File: config.mk
export PLATFORM = sky130hd
export DESIGN_NAME = decode_stall_ctrl
export DESIGN_NICKNAME = d
export VERILOG_FILES = /design/src/rtl/decode_stall_ctrl.sv
export SDC_FILE = /design/constraint.sdc
export NUM_CORES = 1
export LEC_CHECK = 0
export ABC_AREA = 1
export BUFFER_PORTS_ARGS = -buffer_cell sky130_fd_sc_hd__buf_4
export CORE_AREA = 2 2 39 41
export DETAILED_ROUTE_END_ITERATION = 10
export DIE_AREA = 0 0 41 43
export GPL_TIMING_DRIVEN = 1
export HOLD_SLACK_MARGIN = 0.1
export PLACE_DENSITY = 0.74
export SLEW_MARGIN = 20
export SYNTH_ARGS = -nofsm -noshare
export SYNTH_HDL_FRONTEND = slang
export SYNTH_SLANG_ARGS = --single-unit
File: constraint.sdc
create_clock -name clk -period 2.6 [get_ports clk]
set_clock_uncertainty 0.05 [all_clocks]
set_input_delay 0.13 -clock clk [delete_from_list [all_inputs] [get_ports clk]]
set_output_delay 0.13 -clock clk [all_outputs]
set_load 0.02 [all_outputs]
File: src/rtl/decode_stall_ctrl.sv
// Decode-stage sequencing controller.
// Decides each cycle whether the IF/ID word is decoded, held, flushed or
// replaced by a bubble. It covers load-use hazards, two-word immediate
// instructions, taken-branch flushes and interrupt entry.
//
// Handshake note: this block has no valid/ready pairs of its own.
// instr_valid and ex_valid qualify the IF/ID and ID/EX contents. The
// pc_write, ifid_write, ifid_flush and idex_bubble outputs are enables that
// take effect at the next rising clock edge.
module decode_stall_ctrl #(
   parameter int INSTR_W      = 16,
   parameter int RA_W         = 3,
   parameter int FLUSH_CYCLES = 2,
   parameter int INT_CYCLES   = 2
) (
   input  logic               clk,
   input  logic               reset,
   input  logic               instr_valid,
   input  logic [INSTR_W-1:0] instruction,
   input  logic               id_alusrc,
   input  logic               ex_valid,
   input  logic               ex_memr,
   input  logic [RA_W-1:0]    ex_rdst,
   input  logic               branch_taken,
   input  logic               interrupt,
   output logic               pc_write,
   output logic               ifid_write,
   output logic               ifid_flush,
   output logic               idex_bubble,
   output logic               imm_phase,
   output logic               int_push_pc,
   output logic               int_ack,
   output logic [1:0]         state
);

   // Source register fields inside the instruction word.
   localparam int SRC1_LSB = 9;
   localparam int SRC2_LSB = 6;

   // A single counter serves both FLUSH and INT, so it must fit the larger one.
   localparam int CNT_MAX = (FLUSH_CYCLES > INT_CYCLES) ? FLUSH_CYCLES : INT_CYCLES;
   localparam int CNT_W   = (CNT_MAX > 1) ? $clog2(CNT_MAX) : 1;

   typedef enum logic [1:0] {
      RUN   = 2'd0,
      IMM   = 2'd1,
      FLUSH = 2'd2,
      INT   = 2'd3
   } stateT;

   stateT            stateQ, stateD;
   logic [CNT_W-1:0] cntQ, cntD;
   logic             intPendQ, intPendD;
   logic             intPrevQ;
   logic             intFirstQ, intFirstD;
   logic             intRise;
   logic             hazard;
   logic             ackCycle;
   logic [INSTR_W-1:0] unusedInstr;

   // Only the two source fields matter here; the rest of the word is ignored.
   assign unusedInstr = instruction;

   assign intRise = interrupt & ~intPrevQ;

   // A load in ID/EX writes a register that the word in IF/ID reads.
   assign hazard = instr_valid & ex_valid & ex_memr &
                   ((ex_rdst == instruction[SRC1_LSB +: RA_W]) |
                    (ex_rdst == instruction[SRC2_LSB +: RA_W]));

   assign state = stateQ;

   // Next-state logic and outputs. Branch overrides everything, then the
   // per-state behaviour applies. While reset is held the outputs stay at
   // their reset values.
   always_comb begin
      stateD      = stateQ;
      cntD        = cntQ;
      intFirstD   = intFirstQ;
      ackCycle    = 1'b0;
      pc_write    = 1'b1;
      ifid_write  = 1'b1;
      ifid_flush  = 1'b0;
      idex_bubble = 1'b0;
      imm_phase   = 1'b0;
      int_push_pc = 1'b0;
      int_ack     = 1'b0;

      case (stateQ)
         RUN: begin
            if (intPendQ) begin
               // Freeze fetch and let the held word be decoded after return.
               pc_write    = 1'b0;
               ifid_write  = 1'b0;
               idex_bubble = 1'b1;
               stateD      = INT;
               cntD        = CNT_W'(INT_CYCLES - 1);
               intFirstD   = 1'b1;
            end else if (hazard) begin
               // One stall is enough: the bubble then occupies ID/EX.
               pc_write    = 1'b0;
               ifid_write  = 1'b0;
               idex_bubble = 1'b1;
            end else if (instr_valid && id_alusrc) begin
               stateD = IMM;
            end
         end
         IMM: begin
            imm_phase = 1'b1;
            if (instr_valid) begin
               stateD = RUN;
            end
         end
         FLUSH: begin
            ifid_flush  = 1'b1;
            idex_bubble = 1'b1;
            if (cntQ == '0) begin
               stateD = RUN;
            end else begin
               cntD = cntQ - CNT_W'(1);
            end
         end
         INT: begin
            pc_write   = 1'b0;
            ifid_write = 1'b0;
            intFirstD  = 1'b0;
            if (intFirstQ) begin
               int_push_pc = 1'b1;
            end else begin
               idex_bubble = 1'b1;
            end
            if (cntQ == '0) begin
               int_ack  = 1'b1;
               ackCycle = 1'b1;
               stateD   = RUN;
            end else begin
               cntD = cntQ - CNT_W'(1);
            end
         end
         default: begin
            stateD = RUN;
         end
      endcase

      // A taken branch cancels IMM and aborts INT. The pending interrupt
      // survives, so the entry sequence restarts later.
      if (branch_taken) begin
         pc_write    = 1'b1;
         ifid_write  = 1'b1;
         ifid_flush  = 1'b1;
         idex_bubble = 1'b1;
         int_push_pc = 1'b0;
         int_ack     = 1'b0;
         ackCycle    = 1'b0;
         intFirstD   = 1'b0;
         if (FLUSH_CYCLES > 1) begin
            stateD = FLUSH;
            cntD   = CNT_W'(FLUSH_CYCLES - 2);
         end else begin
            stateD = RUN;
            cntD   = '0;
         end
      end

      intPendD = (intPendQ & ~ackCycle) | intRise;

      if (!reset) begin
         pc_write    = 1'b1;
         ifid_write  = 1'b1;
         ifid_flush  = 1'b0;
         idex_bubble = 1'b0;
         imm_phase   = 1'b0;
         int_push_pc = 1'b0;
         int_ack     = 1'b0;
      end
   end

   // State, counter and interrupt bookkeeping registers.
   always_ff @(posedge clk or negedge reset) begin
      if (!reset) begin
         stateQ    <= RUN;
         cntQ      <= '0;
         intPendQ  <= 1'b0;
         intPrevQ  <= 1'b0;
         intFirstQ <= 1'b0;
      end else begin
         stateQ    <= stateD;
         cntQ      <= cntD;
         intPendQ  <= intPendD;
         intPrevQ  <= interrupt;
         intFirstQ <= intFirstD;
      end
   end

endmodule
Word level (Yosys, flattened, before mapping). Index checks and enable logic that the tools add are counted.

Add/subtract/negate cells: 1. Equality and inequality tests: 10. Mux-type cells: 37. Reduce and logical (&&, ||, !) cells: 8. Bitwise logic cells: 9.

Operator list (number): $mux 1 (26); $mux 2 (6); $ne 3x3->1 const B (3); $ne 4x4->1 const B (2); $eq 3x3->1 (2); $pmux 1 s2 (3); $pmux 2 s3 (1); $reduce_bool 3->1 (2); $and 1x1->1 (5); $eq 2x2->1 const B (2); $reduce_and 2->1 (2); $reduce_and 4->1 (1); $pmux 1 s3 (1); $eq 2x1->1 const B (1); $logic_not 2->1 (1); $not 1->1 (2); $or 1x1->1 (2); $reduce_or 2->1 (1); $logic_and 1x1->1 (1); $sub 1x1->1 const B (1).

Output and inout bits: 9. Logic and storage cells: 70. Input port bits: 27. Flip-flop bits (word level): 6.

Depth between registers and ports, before layout. Gate-level depths: netlist (run 1).

Depth in word-level cells: 8. Gate-level depth with buffers: 11. Gate-level depth less buffers: 11.

Worst setup path before layout (run 1). Ideal clock, no wire load.

Kind: reg-to-output. Start: register stateQ[1] (netlist: state[1]). End: output port int_ack. Buffers on the path: 0. Required time: 2.420 ns. Cell stages (with the launch flop): 3. Arrival time: 1.187 ns. Setup slack: 1.233 ns. Cell sequence: dfrtp_1 nand2_1 nor3_1.

Cells in the longest elaborated chain, start to end: 4.

RTL lines: from (decl) (line 51) `stateT stateQ, stateD;`; from (signal assigned) (line 187) `stateQ <= stateD;`; $eq 2x2->1 (line 89) `case (stateQ)`; $mux 1 (line 89); $mux 1 (line 147) `if (branch_taken) begin`; $mux 1 (line 167) `if (!reset) begin`; to (decl) (line 32) `output logic int_ack,`.

No other way between the ends.

Final worst setup path (run 1).
Start: input port branch_taken. End: output port idex_bubble.

Cells in the longest elaborated chain, start to end: 2.

RTL lines: from (decl) (line 24) `input logic branch_taken,`; $mux 1 (line 147); $mux 1 (line 167); to (decl) (line 29) `output logic idex_bubble,`.

No other way between the ends.

==> results of run 1 <==
[per-stage QoR]
step	worst slack, ns	instance area, µm²	utilization (%)
after CTS	0.994	733	53.0
after global placement	1.40	681	49.2
after global routing	0.878	733	53.0
after floorplan	1.23	485	-
after detailed placement	1.37	681	49.2
final	1.00	733	53.0
[final cells by class]
type | count | area share [%]
clock buffers | 3 | 3.07
inverters | 20 | 10.2
multi-input cells | 53 | 33.8
flip-flops and latches | 6 | 20.5
well taps | 16 | 2.73
repair buffers | 28 | 29.7
[sequential cells by signal (all words and copies together) (netlist names)]
name       cells
state          2
cntQ           1
intFirstQ      1
intPendQ       1
intPrevQ       1
[placed cells by master (no fill, tap or decap)]
cell type,synthesis,final
and3_1,1,1
o21ai_0,2,2
nor3_2,1,1
inv_1,20,20
nor3_1,5,5
xnor2_1,2,2
dfrtp_1,6,6
nor2_1,5,5
nand3_1,3,3
buf_4,1,25
clkbuf_4,0,3
dlygate4sd3_1,0,3
o22ai_1,2,2
a21oi_1,2,2
o211ai_1,2,2
nand2_2,1,1
nand2_1,27,27
[Yosys cell counts]
| master | number |
|---|---|
| nor3_1 | 5 |
| nor2_1 | 5 |
| o211ai_1 | 2 |
| nand2_2 | 1 |
| and3_1 | 1 |
| o22ai_1 | 2 |
| xnor2_1 | 2 |
| nand3_1 | 3 |
| buf_4 | 1 |
| nor3_2 | 1 |
| inv_1 | 20 |
| a21oi_1 | 2 |
| dfrtp_1 | 6 |
| o21ai_0 | 2 |
| nand2_1 | 27 |
| buf_2 | 1 |
[how the worst max path moves through the flow]
| stage | startpoint | end | depth (start not counted) |
|---|---|---|---|
| floorplan | state[1] | int_ack | 2 |
| global placement | ex_rdst[2] | ifid_write | 10 |
| detailed placement | state[1] | idex_bubble | 5 |
| CTS | branch_taken | idex_bubble | 7 |
| global route | reset | int_ack | 7 |
| finish | branch_taken | idex_bubble | 7 |
[per-layer routing]
| layer | track usage (%) | wire length [µm] | up-vias | share of wire, % |
|---|---|---|---|---|
| met1 | 18.7 | 470 | 246 | 44 |
| li1 | - | - | 303 | - |
| met5 | 0 | 0 | - | 0 |
| met4 | 8.00 | 16 | 0 | 1.5 |
| met3 | 3.14 | 76 | 2 | 7.1 |
| met2 | 24.7 | 505 | 25 | 47 |
[logic make-up after synthesis]
logic type,after synthesis
DFF,6
and+or+nand+nor,43
buffers and inverters,22
AOI/OAI and AO/OA,8
xor gates and xnor gates,2
[power groups by stage]
stage	Clock, W	Combinational, W	Sequential (W)
2_1_floorplan	0	0.0000912	0.000137
3_3_place_gp	0	0.000157	0.000132
3_5_place_dp	0	0.000158	0.000133
4_1_cts	0.0000854	0.000163	0.000132
5_1_grt	0.0000889	0.000182	0.000136
6_report	0.0000805	0.000161	0.000132
[critical path: cells and delay by family]
family | cells | cell delay [ns]
buffers and inverters | 5 | 0.99
AOI/OAI and AO/OA | 1 | 0.16
and+or+nand+nor | 1 | 0.13
==> impl_metrics.py, run 1 <==
metrics = {
    "run_status": {
        "status": "complete, no violations",
    },
    "layout": {
        "syn2layout_area_growth_pct": 51.0,
        "num_antenna_cells": 0,
        "drive_gt1_share_pct": 27.3,
        "fillers": 151,
        "seq_area_um2": 150,
        "fin_cells": 126,
        "multi_input_area_um2": 248,
        "layout.nets": 139,
    },
    "grt": {
        "grt_pass1_wl_um": 1890,
        "grt_overflow": 0,
        "grt_usage_pct": 15.5,
        "grt_antenna_before_repair": 0,
        "grt_max_degree": 10,
        "grt_pass1_vias": 513,
    },
    "synthesis": {
        "yosys_warnings": 0,
        "syn_inst": 81,
        "synthXorXnorAreaFrac_pct": 3.61,
        "syn_nets": 108,
        "muxShareOfSynthArea_pct": 0,
        "yosys-top-cells-area": "dfrtp_1 (31%), nand2_1 (21%), inv_1 (15%)",
        "syn_area_um2": 485,
        "synth_area_per_cell_um2": 5.99,
        "synth_fa_ha_area_share_pct": 0,
        "synth_top_family_by_area": "simple AND/OR/NAND/NOR gates",
        "post-synth-top-area-cell": "dfrtp_1",
        "synth_cell_types": 16,
        "ys_seq_area_share_pct": 30.9,
        "netlist.area_leader.share_pct": 30.9,
        "synth_compound_area_share_pct": 9.79,
        "yosys.area_share.simple_pct": 37.6,
        "ys_seq_elements": 6,
    },
    "flow_run": {
        "drv_cap": 0,
    },
    "worst_setup_path": {
        "r2r_cells": 6,
        "crit_fanout": 9,
        "r2r-start": "state[1]",
        "r2r_slack_ns": 1.41,
        "rr_endpoint": "state[0]",
        "worstSetupPathType": "primary input to output port",
        "required_ns": 2.42,
        "slowest_stage": "dlygate4sd3_1",
        "worstSetupEndpointType": "output port",
        "critPathLaunchType": "primary input",
        "max_stage_delay_ns": 0.54,
        "path_cells": "dlygate4sd3_1 > buf_4 > nor2_1 > inv_1 > o21ai_0 > inv_1 > buf_4",
        "crit_arrival_ns": 1.42,
    },
    "clock_tree": {
        "cts_tree": "built",
        "cts_buffer_depth": 2,
        "cts_inserted_buffers": 3,
        "cts_hold_buffers": 3,
        "ctsResizeCount": 0,
        "clkLatencyLatePin_ns": 0.24,
        "cts-htree-levels": 1,
        "numClockSinks": 6,
        "clock-root-buffer": "clkbuf_4",
        "cts.clk_slew.worst_paths_ns": 0.04,
        "cts_setup_buffers": 0,
    },
    "route": {
        "totalWireLength_um": 1070,
        "vias_per_cell": 4.57,
        "ant_nets": 0,
        "drcViolationCount": 0,
        "wire_per_inst_um": 8.47,
        "first_pass_iters": 4,
        "drt_iter0_drc": 9,
        "vias": 576,
    },
    "timing": {
        "relSlewSlack_pct": 85.6,
        "rsz0062_at_grt": "false",
        "finalHoldViolations": 0,
        "period_share_pct": 61.5,
        "slew_viol_final": 0,
        "layout_min_cycle_time_ns": 1.60,
        "fmax_ghz": 0.625,
        "tightest_slew_ns": 0.215,
        "setup_viol": 0,
        "final.setup.tns_ns": 0,
        "fin_hold_ws_ns": 0.189,
    },
    "pwr": {
        "p_seq_share_pct": 35.3,
        "p_switching_w": 0.000139,
        "total_power_w": 0.000373,
        "p_per_area_nw_per_um2": 509,
        "p_int_w": 0.000234,
        "ir_drop_v": 0.000313,
        "clockPowerShare_pct": 21.6,
        "p_sw_share_pct": 37.3,
        "pwr-share-comb_pct": 43.1,
        "leakagePower_nw": 0.432,
    },
    "floorplan": {
        "ios": 36,
        "num_rows": 14,
        "core_area_um2": 1380,
        "die_y_um": 43,
        "initial_utilization_pct": 35.1,
        "die_area_um2": 1760,
        "die_x_um": 41,
    },
    "place": {
        "port_buffers": 25,
        "gp_congestion": 0.729,
        "dpl.cell_count": 120,
        "hpwl_um": 914,
    },
    "worst_hold_path": {
        "min_path_type": "primary input to asynchronous set/reset pin",
    },
}
Power figures use the tool's default switching activity.
==> run 2, diff against run 1 <==
--- a/config.mk
+++ b/config.mk
@@ -7,12 +7,12 @@
 export LEC_CHECK = 0
 export ABC_AREA = 1
 export BUFFER_PORTS_ARGS = -buffer_cell sky130_fd_sc_hd__buf_4
-export CORE_AREA = 2 2 39 41
+export CORE_MARGIN = 2
+export CORE_UTILIZATION = 34
 export DETAILED_ROUTE_END_ITERATION = 10
-export DIE_AREA = 0 0 41 43
 export GPL_TIMING_DRIVEN = 1
 export HOLD_SLACK_MARGIN = 0.1
-export PLACE_DENSITY = 0.74
+export PLACE_DENSITY = 0.72
 export SLEW_MARGIN = 20
 export SYNTH_ARGS = -nofsm -noshare
 export SYNTH_HDL_FRONTEND = slang
==> constraint.sdc (replaced) <==
create_clock -name clk -period 1.3 [get_ports clk]
set_clock_uncertainty 0.05 [all_clocks]
set_input_delay 0.065 -clock clk [delete_from_list [all_inputs] [get_ports clk]]
set_output_delay 0.065 -clock clk [all_outputs]
set_load 0.02 [all_outputs]
==> run 2 against run 1 <==
Compared with the run above:
- the flow now finishes with violations (negative setup slack)
- critical path depth decreased by 2
- sequential power grew 110%
- cell count up 4.0%
- count of clock-buffer cells in the layout stayed put
- largest cell class unchanged
==> impl_metrics.py, run 2 (same netlist as run 1, synthesis figures left out) <==
metrics = {
    "run_status": {
        "status": "finished, violations left",
        "violations": "negative setup slack",
    },
    "place": {
        "dpl_cell_area_um2": 679,
        "port_buffers": 25,
        "gp_congestion": 0.783,
        "hpwl_um": 923,
    },
    "worst_setup_path": {
        "critPathLaunchType": "flip-flop",
        "cp_top_family": "flip-flops",
        "crit_fanout": 6,
        "slowest_stage": "dfrtp_2",
        "path_cells": "nand2_1 > a21oi_2 > o21ai_1 > inv_1 > buf_6",
        "required_ns": 1.19,
        "critPathBufInv": 2,
        "worstSetupPathType": "flip-flop to output port",
        "worstSetupEndpointType": "output port",
        "crit_arrival_ns": 1.21,
        "max_stage_delay_ns": 0.47,
    },
    "layout": {
        "layout.nets": 145,
        "syn2layout_area_growth_pct": 74.5,
        "final_area_um2": 847,
        "layout_common_cells": "nand2_1 (25), buf_4 (24), inv_1 (18)",
        "final_common_cell": "nand2_1",
        "largest_reg_flops": 2,
        "num_antenna_cells": 0,
        "drive_gt1_share_pct": 40.5,
    },
    "pwr": {
        "p_int_w": 0.000542,
        "p_switching_w": 0.000347,
        "p_seq_share_pct": 31.4,
        "p_per_area_nw_per_um2": 1050,
        "ir_drop_v": 0.000779,
        "clockPowerShare_pct": 18.7,
        "pwr-share-comb_pct": 50.0,
        "p_sw_share_pct": 39.1,
        "leakagePower_nw": 0.474,
    },
    "route": {
        "ant_nets": 0,
        "drt_iter0_drc": 6,
        "wire_per_inst_um": 10.6,
        "first_pass_iters": 4,
        "drcViolationCount": 0,
        "vias_per_cell": 4.66,
        "totalWireLength_um": 1390,
        "vias": 611,
    },
    "timing": {
        "period_share_pct": 102,
        "layout_min_cycle_time_ns": 1.32,
        "relSlewSlack_pct": 82.1,
        "tightest_slew_ns": 0.267,
        "slew_viol_final": 0,
        "finalHoldViolations": 0,
        "fmax_ghz": 0.757,
        "rsz0062_at_grt": "true",
        "setup_viol": 1,
        "setup_ws_ns": -0.0204,
        "final.setup.tns_ns": -0.0204,
    },
    "grt": {
        "grt_usage_pct": 16.2,
        "grt_overflow": 0,
        "grt_antenna_before_repair": 0,
        "grt_pass1_wl_um": 2170,
        "grt_pass1_vias": 549,
        "grt_max_degree": 9,
    },
    "clock_tree": {
        "cts.clk_slew.worst_paths_ns": 0.04,
        "cts_inserted_buffers": 3,
        "cts_tree": "built",
        "numClockSinks": 6,
        "clock-root-buffer": "clkbuf_4",
        "cts_buffer_depth": 2,
        "clkLatencyLatePin_ns": 0.24,
        "cts-htree-levels": 1,
    },
    "floorplan": {
        "ios": 36,
        "die_x_um": 41.8,
        "initial_utilization_pct": 36.8,
        "num_rows": 13,
        "die_area_um2": 1750,
        "die_y_um": 41.8,
        "core_area_um2": 1320,
    },
    "worst_hold_path": {
        "min_path_type": "primary input to flip-flop",
    },
    "flow_run": {
        "drv_cap": 0,
    },
}
[run 2: stage by stage]
step	util, %	instances	total power [W]	hold WS (ns)	setup slack, ns
after global placement	51.6	119	0.000578	-0.171	0.150
after floorplan	-	81	0.000457	-0.281	-0.00237
final	64.3	131	0.000889	0.157	-0.0204
after detailed placement	51.6	119	0.000582	-0.172	0.137
after CTS	57.9	128	0.000795	0.121	-0.0155
after global routing	64.3	131	0.000961	0.178	-0.0741
[run 2: layout make-up]
cell class / instances / area, µm²
tap: 15 / 18.8
inverter: 20 / 75.1
sequential: 6 / 153
timing repair buffer: 34 / 288
fill: 116 / 470
clock buffer: 3 / 22.5
multi-input combinational: 53 / 290
[run 2: power groups by stage]
stage                     clock network (W)  logic (W)  registers (W)
final                              0.000166   0.000444       0.000279
after floorplan                           0   0.000182       0.000274
after CTS                          0.000176   0.000356       0.000262
after global routing               0.000190   0.000486       0.000285
after detailed placement                  0   0.000319       0.000263
after global placement                    0   0.000315       0.000263
[run 2: final timing paths]
| kind | depth (start not counted) | slack (ns) | end | from |
|---|---|---|---|---|
| min in group asynchronous | 2 | 0.18 | intFirstQ | reset |
| setup reg to reg | 7 | 0.04 | state[0] | state[1] |
| max in group asynchronous | 2 | 0.79 | state[0] | reset |
| hold reg to reg | 1 | 0.38 | intPendQ | intPrevQ |
| hold / removal | 3 | 0.16 | intPendQ | branch_taken |
| setup / recovery | 5 | -0.02 | idex_bubble | state[1] |
[run 2: timing repair]
| item | in CTS | in global routing |
|---|---|---|
| setup endpoints to repair | 5 | 7 |
| hold buffers | 4 | 0 |
| hold endpoints to repair | 10 | 0 |
| pin swaps | 1 | 5 |
| gates resized for setup | 4 | 18 |
| setup buffers | 2 | 3 |
[run 2: metal layers]
layer	track usage, %	vias to the layer above	routed length, µm
met5	0	-	0
met4	9.68	0	27
met3	3.91	4	107
met2	26.3	21	725
met1	19.0	271	533
li1	-	315	-
[run 2: tightest hold or removal path: cells and delay by family]
family	cells	cell delay, ns
buffers and inverters	1	0.15
AO/OA/AOI/OAI	1	0.10
AND/OR/NAND/NOR	1	0.07
